$ cat src/rtl/line_win_scanner.sv
// Connect-four win detector: sweeps every WIN_LEN window through the dropped
// piece, one board read per cycle. Define LINE_WIN_WRITEBACK_EN to enable winning-cell writeback.
module line_win_scanner #(
  parameter int ROWS    = 6,
  parameter int COLS    = 7,
  parameter int WIN_LEN = 4,
  parameter int RW      = 3,
  parameter int CW      = 3
) (
  input  logic          clk,
  input  logic          rst_n,
  input  logic          start,
  input  logic [RW-1:0] row,
  input  logic [CW-1:0] col,
  input  logic [1:0]    data_in,
  output logic [RW-1:0] read_row,
  output logic [CW-1:0] read_col,
  output logic          busy,
  output logic          done,
  output logic [1:0]    winner,
  output logic [1:0]    win_dir,
  output logic          wr_en,
  output logic [RW-1:0] wr_row,
  output logic [CW-1:0] wr_col
);

  // state  | meaning
  // IDLE   | waiting for start
  // REF    | origin cell on data_in, captured as reference player
  // SELECT | test current window against board bounds
  // READ   | compare window cell k against reference
  // WRITE  | stream winning cells on wr_* (writeback builds only)
  // DONE   | one-cycle done pulse
  localparam logic [2:0] S_IDLE   = 3'd0;
  localparam logic [2:0] S_REF    = 3'd1;
  localparam logic [2:0] S_SELECT = 3'd2;
  localparam logic [2:0] S_READ   = 3'd3;
`ifdef LINE_WIN_WRITEBACK_EN
  localparam logic [2:0] S_WRITE  = 3'd4;
`endif
  localparam logic [2:0] S_DONE   = 3'd5;

  localparam int JW = $clog2(WIN_LEN);
  localparam logic [JW-1:0]        LAST_IDX = JW'(WIN_LEN - 1);
  localparam logic signed [RW+1:0] WM1_R    = (RW+2)'(WIN_LEN - 1);
  localparam logic signed [CW+1:0] WM1_C    = (CW+2)'(WIN_LEN - 1);
  localparam logic signed [RW+1:0] ROWS_S   = (RW+2)'(ROWS);
  localparam logic signed [CW+1:0] COLS_S   = (CW+2)'(COLS);
  localparam logic [RW:0]          ROWS_U   = (RW+1)'(ROWS);
  localparam logic [CW:0]          COLS_U   = (CW+1)'(COLS);

  logic [2:0]           state;
  logic [RW-1:0]        row_q;
  logic [CW-1:0]        col_q;
  logic [1:0]           ref_q;
  logic [1:0]           dir_q;
  logic [JW-1:0]        j_q;
  logic [JW-1:0]        k_q;
  logic signed [RW+1:0] cur_r;
  logic signed [CW+1:0] cur_c;
  logic [1:0]           winner_q;
  logic [1:0]           win_dir_q;

  logic signed [RW+1:0] row_s, pos_r, off_r, r0, r1, dr_s;
  logic signed [CW+1:0] col_s, pos_c, off_c, c0, c1, dc_s;
  logic                 win_valid, is_last, last_k, origin_oob;
  logic [1:0]           nxt_dir;
  logic [JW-1:0]        nxt_j;

  // Window j of direction d spans offsets (j-(WIN_LEN-1)) .. j along the step
  // vector; the line is straight, so checking both end cells bounds the window.
  always_comb begin
    row_s = {2'b00, row_q};
    col_s = {2'b00, col_q};
    pos_r = (RW+2)'(j_q);
    pos_c = (CW+2)'(j_q);
    off_r = pos_r - WM1_R;
    off_c = pos_c - WM1_C;
    r0    = row_s;
    r1    = row_s;
    c0    = col_s;
    c1    = col_s;
    dr_s  = '0;
    dc_s  = '0;
    case (dir_q)
      2'd0, 2'd2: begin
        r0   = row_s + off_r;
        r1   = row_s + pos_r;
        dr_s = (RW+2)'(1);
      end
      2'd3: begin
        r0   = row_s - off_r;
        r1   = row_s - pos_r;
        dr_s = '1;
      end
      default: ;
    endcase
    if (dir_q != 2'd0) begin
      c0   = col_s + off_c;
      c1   = col_s + pos_c;
      dc_s = (CW+2)'(1);
    end
    win_valid = !r0[RW+1] && (r0 < ROWS_S) && !r1[RW+1] && (r1 < ROWS_S) &&
                !c0[CW+1] && (c0 < COLS_S) && !c1[CW+1] && (c1 < COLS_S);
    is_last   = (dir_q == 2'd3) && (j_q == LAST_IDX);
    last_k    = (k_q == LAST_IDX);
    // Vertical has a single window (origin at the top), so it advances straight to d1.
    if (dir_q == 2'd0) begin
      nxt_dir = 2'd1;
      nxt_j   = '0;
    end else if (j_q == LAST_IDX) begin
      nxt_dir = dir_q + 2'd1;
      nxt_j   = '0;
    end else begin
      nxt_dir = dir_q;
      nxt_j   = j_q + JW'(1);
    end
    origin_oob = ({1'b0, row} >= ROWS_U) || ({1'b0, col} >= COLS_U);
  end

`ifdef LINE_WIN_WRITEBACK_EN
  logic signed [RW+1:0] wr_r;
  logic signed [CW+1:0] wr_c;
`endif

  always_ff @(posedge clk or negedge rst_n) begin
    if (!rst_n) begin
      state     <= S_IDLE;
      row_q     <= '0;
      col_q     <= '0;
      ref_q     <= '0;
      dir_q     <= '0;
      j_q       <= '0;
      k_q       <= '0;
      cur_r     <= '0;
      cur_c     <= '0;
      winner_q  <= '0;
      win_dir_q <= '0;
`ifdef LINE_WIN_WRITEBACK_EN
      wr_r      <= '0;
      wr_c      <= '0;
`endif
    end else begin
      case (state)
        S_IDLE: begin
          if (start) begin
            row_q     <= row;
            col_q     <= col;
            winner_q  <= '0;
            win_dir_q <= '0;
            if (origin_oob) begin
              state <= S_DONE;
            end else begin
              cur_r <= {2'b00, row};
              cur_c <= {2'b00, col};
              state <= S_REF;
            end
          end
        end
        S_REF: begin
          ref_q <= data_in;
          dir_q <= '0;
          j_q   <= '0;
          state <= (data_in == 2'd0) ? S_DONE : S_SELECT;
        end
        S_SELECT: begin
          if (win_valid) begin
            cur_r <= r0;
            cur_c <= c0;
            k_q   <= '0;
            state <= S_READ;
          end else if (is_last) begin
            state <= S_DONE;
          end else begin
            dir_q <= nxt_dir;
            j_q   <= nxt_j;
          end
        end
        S_READ: begin
          if (data_in != ref_q) begin
            if (is_last) begin
              state <= S_DONE;
            end else begin
              dir_q <= nxt_dir;
              j_q   <= nxt_j;
              state <= S_SELECT;
            end
          end else if (last_k) begin
            winner_q  <= ref_q;
            win_dir_q <= dir_q;
`ifdef LINE_WIN_WRITEBACK_EN
            wr_r  <= r0;
            wr_c  <= c0;
            k_q   <= '0;
            state <= S_WRITE;
`else
            state <= S_DONE;
`endif
          end else begin
            k_q   <= k_q + JW'(1);
            cur_r <= cur_r + dr_s;
            cur_c <= cur_c + dc_s;
          end
        end
`ifdef LINE_WIN_WRITEBACK_EN
        S_WRITE: begin
          if (last_k) begin
            state <= S_DONE;
          end else begin
            k_q  <= k_q + JW'(1);
            wr_r <= wr_r + dr_s;
            wr_c <= wr_c + dc_s;
          end
        end
`endif
        S_DONE:  state <= S_IDLE;
        default: state <= S_IDLE;
      endcase
    end
  end

  assign read_row = cur_r[RW-1:0];
  assign read_col = cur_c[CW-1:0];
  assign busy     = (state != S_IDLE) && (state != S_DONE);
  assign done     = (state == S_DONE);
  assign winner   = winner_q;
  assign win_dir  = win_dir_q;
`ifdef LINE_WIN_WRITEBACK_EN
  assign wr_en    = (state == S_WRITE);
  assign wr_row   = wr_r[RW-1:0];
  assign wr_col   = wr_c[CW-1:0];
`else
  assign wr_en    = 1'b0;
  assign wr_row   = '0;
  assign wr_col   = '0;
`endif

endmodule
$ cat config.mk
export PLATFORM = sky130hd
export DESIGN_NAME = line_win_scanner
export DESIGN_NICKNAME = d
export VERILOG_FILES = /design/src/rtl/line_win_scanner.sv
export SDC_FILE = /design/constraint.sdc
export NUM_CORES = 1
export LEC_CHECK = 0
export CORE_AREA = 2 2 85 87
export CTS_CLUSTER_DIAMETER = 50
export DETAILED_ROUTE_END_ITERATION = 10
export DIE_AREA = 0 0 87 89
export PLACE_DENSITY = 0.53
export SYNTH_ARGS = -nofsm -noshare
export SYNTH_HDL_FRONTEND = slang
export SYNTH_SLANG_ARGS = --single-unit
$ cat constraint.sdc
create_clock -name clk -period 4.15 [get_ports clk]
set_clock_uncertainty 0.15 [all_clocks]
set_input_delay 0.83 -clock clk [delete_from_list [all_inputs] [get_ports clk]]
set_output_delay 0.83 -clock clk [all_outputs]
set_load 0.02 [all_outputs]
==> out/results.tsv <==
metric	value	unit
status	finished, final reports clean	
syn_area	0.00235	sq mm
grt_max_degree	28	
leakagePower	1.10	nW
io_buffers	22	
postCtsResizedCells	0	
cp_slowest_cell	nor4_1	
cts.clk_slew.worst_paths	0.09	ns
num_antenna_cells	0	
postPlaceCellArea	0.00261	sq mm
final_common_cell	dfrtp_1	
cp_slowest_stage_delay	0.59	ns
mostFrequentLayoutCells	dfrtp_1 (27), nand2_1 (25), ha_1 (23), clkdlybuf4s50_1 (22), nor2_1 (20)	
powerDensity	936	mW/mm^2
min_period_over_period	85.8	%
finalHoldViolations	0	
area_delta_synth_final	12.8	%
fin_util	39.5	%
cts_max_path_buffers	2	
num_rows	30	
cts.sinks	27	
tightest_slew	1.00	ns
cp_max_fo	9	
place.gp.congestion	0.804	
drv_cap	0	
hold_buffers	0	
fp.dieW	87	microns
clock_latency	0.28	ns
root_buffer	clkbuf_8	
num_vias	1932	
cp-start-kind	register	
synthArstFlopShare	100	%
cp_data_arrival_time	3.55	ns
drt-initial-drc-count	59	
hp-class	register to register	
layout.cell_area.non_filler	0.00265	sq mm
yosysSeqAreaShare	28.7	%
crit_type	register to register	
initial_core_util	35.0	%
wire_per_inst	15.7	microns
cts_tree	done	
gr-total-overflow	0	
syn_avg_cell_area	9.08	sq um
final.setup.tns	0	ns
drc	0	
nFillCells	669	
fin_crit	3.56	ns
grt_pass1_vias	1928	
synth_seq_cells	27	
track_usage	15.2	%
cp_common_cell	ha_1	
slew_viol_final	0	
dpl.hpwl	4310	microns
cts-buffers-inserted	3	
die_h	89	microns
setup-violations-final	0	
antenna_found_initial	0	
routed_wirelength	5570	microns
htreeDepth	1	
rsz0062_at_grt	false	
ant_nets	0	
viasPerCell	5.43	
end_kind	register	
worstPathCellList	ha_1, nor2_1, xor2_1, inv_1, ha_1, nor2b_1, o21ai_0, a21boi_0, o31ai_2, nor3_1, nor4_1, o22ai_1	
cp_data_required_time	4.14	ns
synth_edf_count	0	
synth_flop_cell	dfrtp_1	
postCtsSetupBuffers	0	
layout.nets	317	
grt_pass1_wl	9380	microns
synth_warnings	0	
fmax	0.281	GHz
ioPinCount	30	
coreArea	0.00672	sq mm
drive_gt1_share	9.42	%
drt_first_pass_iters	5	
netlist_instances	259	
synth.distinct_cells	54	
die_area	0.00774	sq mm
timing.slew.headroom	32.8	%
ir_drop	0.000342	V
power breakdown:
| group | total, mW | leakage (nW) | switching [mW] | internal, mW |
|---|---|---|---|---|
| Sequential | 0.580 | 0.332 | 0.191 | 0.389 |
| Combinational | 1.75 | 0.743 | 0.977 | 0.770 |
| Clock | 0.155 | 0.0255 | 0.0875 | 0.0675 |
routing by layer:
layer  global-route usage (%)  part of all wire [%]  wire [microns]  vias to the layer above
met5                        0                     0               0                        -
met4                     3.55                  0.83              46                        0
met3                     1.48                   2.1             119                        5
met2                     26.5                    48            2650                       24
met1                     20.5                    49            2760                      956
li1                         -                     -               -                      947
synth_stat cells, types with 2 or more instances:
master,number,area share (%)
buf_2,2,0.43
nand2b_1,3,0.80
mux2i_1,5,2.1
o21ai_0,16,3.4
buf_4,7,2.2
o21a_1,3,0.96
xnor2_1,10,3.7
o22a_2,5,2.1
nor2_1,20,3.2
clkbuf_1,5,0.80
nor4_1,2,0.53
nand2_1,25,4.0
a21oi_1,7,1.5
fa_1,6,5.1
a221oi_2,2,1.3
a22o_1,2,0.75
nor2b_1,6,1.6
inv_1,15,2.4
a31oi_1,11,2.9
a211oi_1,2,0.64
o2bb2ai_1,2,0.75
a22oi_1,4,1.3
o22ai_1,4,1.1
mux2_2,6,2.9
xor2_1,2,0.75
dfrtp_1,27,29
nor3_1,10,2.1
nand3_1,2,0.43
ha_1,23,12
worst paths after layout:
kind / start / end / slack [ns] / cells past startpoint
worst max register to register: dir_q[0] / j_q[0] / 0.59 / 12
min in group asynchronous: rst_n / ref_q[1] / 0.77 / 2
worst min-delay path: win_dir[0] / win_dir[0] / 0.38 / 2
max in group asynchronous: rst_n / col_q[1] / 2.82 / 2
worst min register to register: win_dir[0] / win_dir[0] / 0.38 / 2
worst max-delay path: dir_q[0] / j_q[0] / 0.59 / 12
stage by stage:
step / setup WS, ns / std cells / power, mW / hold WS [ns]
final: 0.591 / 356 / 2.48 / 0.377
after global routing: 0.284 / 356 / 2.74 / 0.399
after CTS: 0.658 / 356 / 2.49 / 0.384
after detailed placement: 0.694 / 352 / 2.32 / 0.362
after global placement: 0.731 / 352 / 2.33 / 0.361
after floorplan: 1.15 / 265 / 1.89 / 0.324
sequential cells by signal, indices dropped and copies added (netlist names), 3 cells and up:
| name | flops |
|---|---|
| col_q | 3 |
| cur_c | 3 |
| cur_r | 3 |
| state | 3 |
| row_q | 3 |
area by class of cell:
| type | count | area [sq um] | share of cell area, % |
|---|---|---|---|
| Clock inverter | 1 | 5.00 | 0.189 |
| Timing Repair Buffer | 23 | 228 | 8.59 |
| Tap cell | 80 | 100 | 3.78 |
| Sequential cell | 27 | 676 | 25.5 |
| Clock buffer | 3 | 41.3 | 1.56 |
| Multi-Input combinational cell | 206 | 1540 | 58.1 |
| Inverter | 16 | 60.1 | 2.27 |
cell families after synthesis:
| group | after synthesis | synth area share, % |
|---|---|---|
| and+or+nand+nor | 73 | 14.1 |
| other | 1 | 0.160 |
| AOI/OAI and AO/OA | 74 | 23.6 |
| DFF | 27 | 28.7 |
| xor gates and xnor gates | 12 | 4.47 |
| muxes | 11 | 5.00 |
| buffers and inverters | 32 | 6.65 |
| adders and majority gates | 29 | 17.4 |
critical path, delay by kind of cell (launching register included):
family,cells,cell delay (ns)
xor gates and xnor gates,1,0.26
buffers and inverters,1,0.07
AOI/OAI and AO/OA,4,0.81
DFF,1,0.43
adders and majority gates,2,0.63
and+or+nand+nor,4,1.08
No activity file was read; power rests on OpenSTA's default activity.
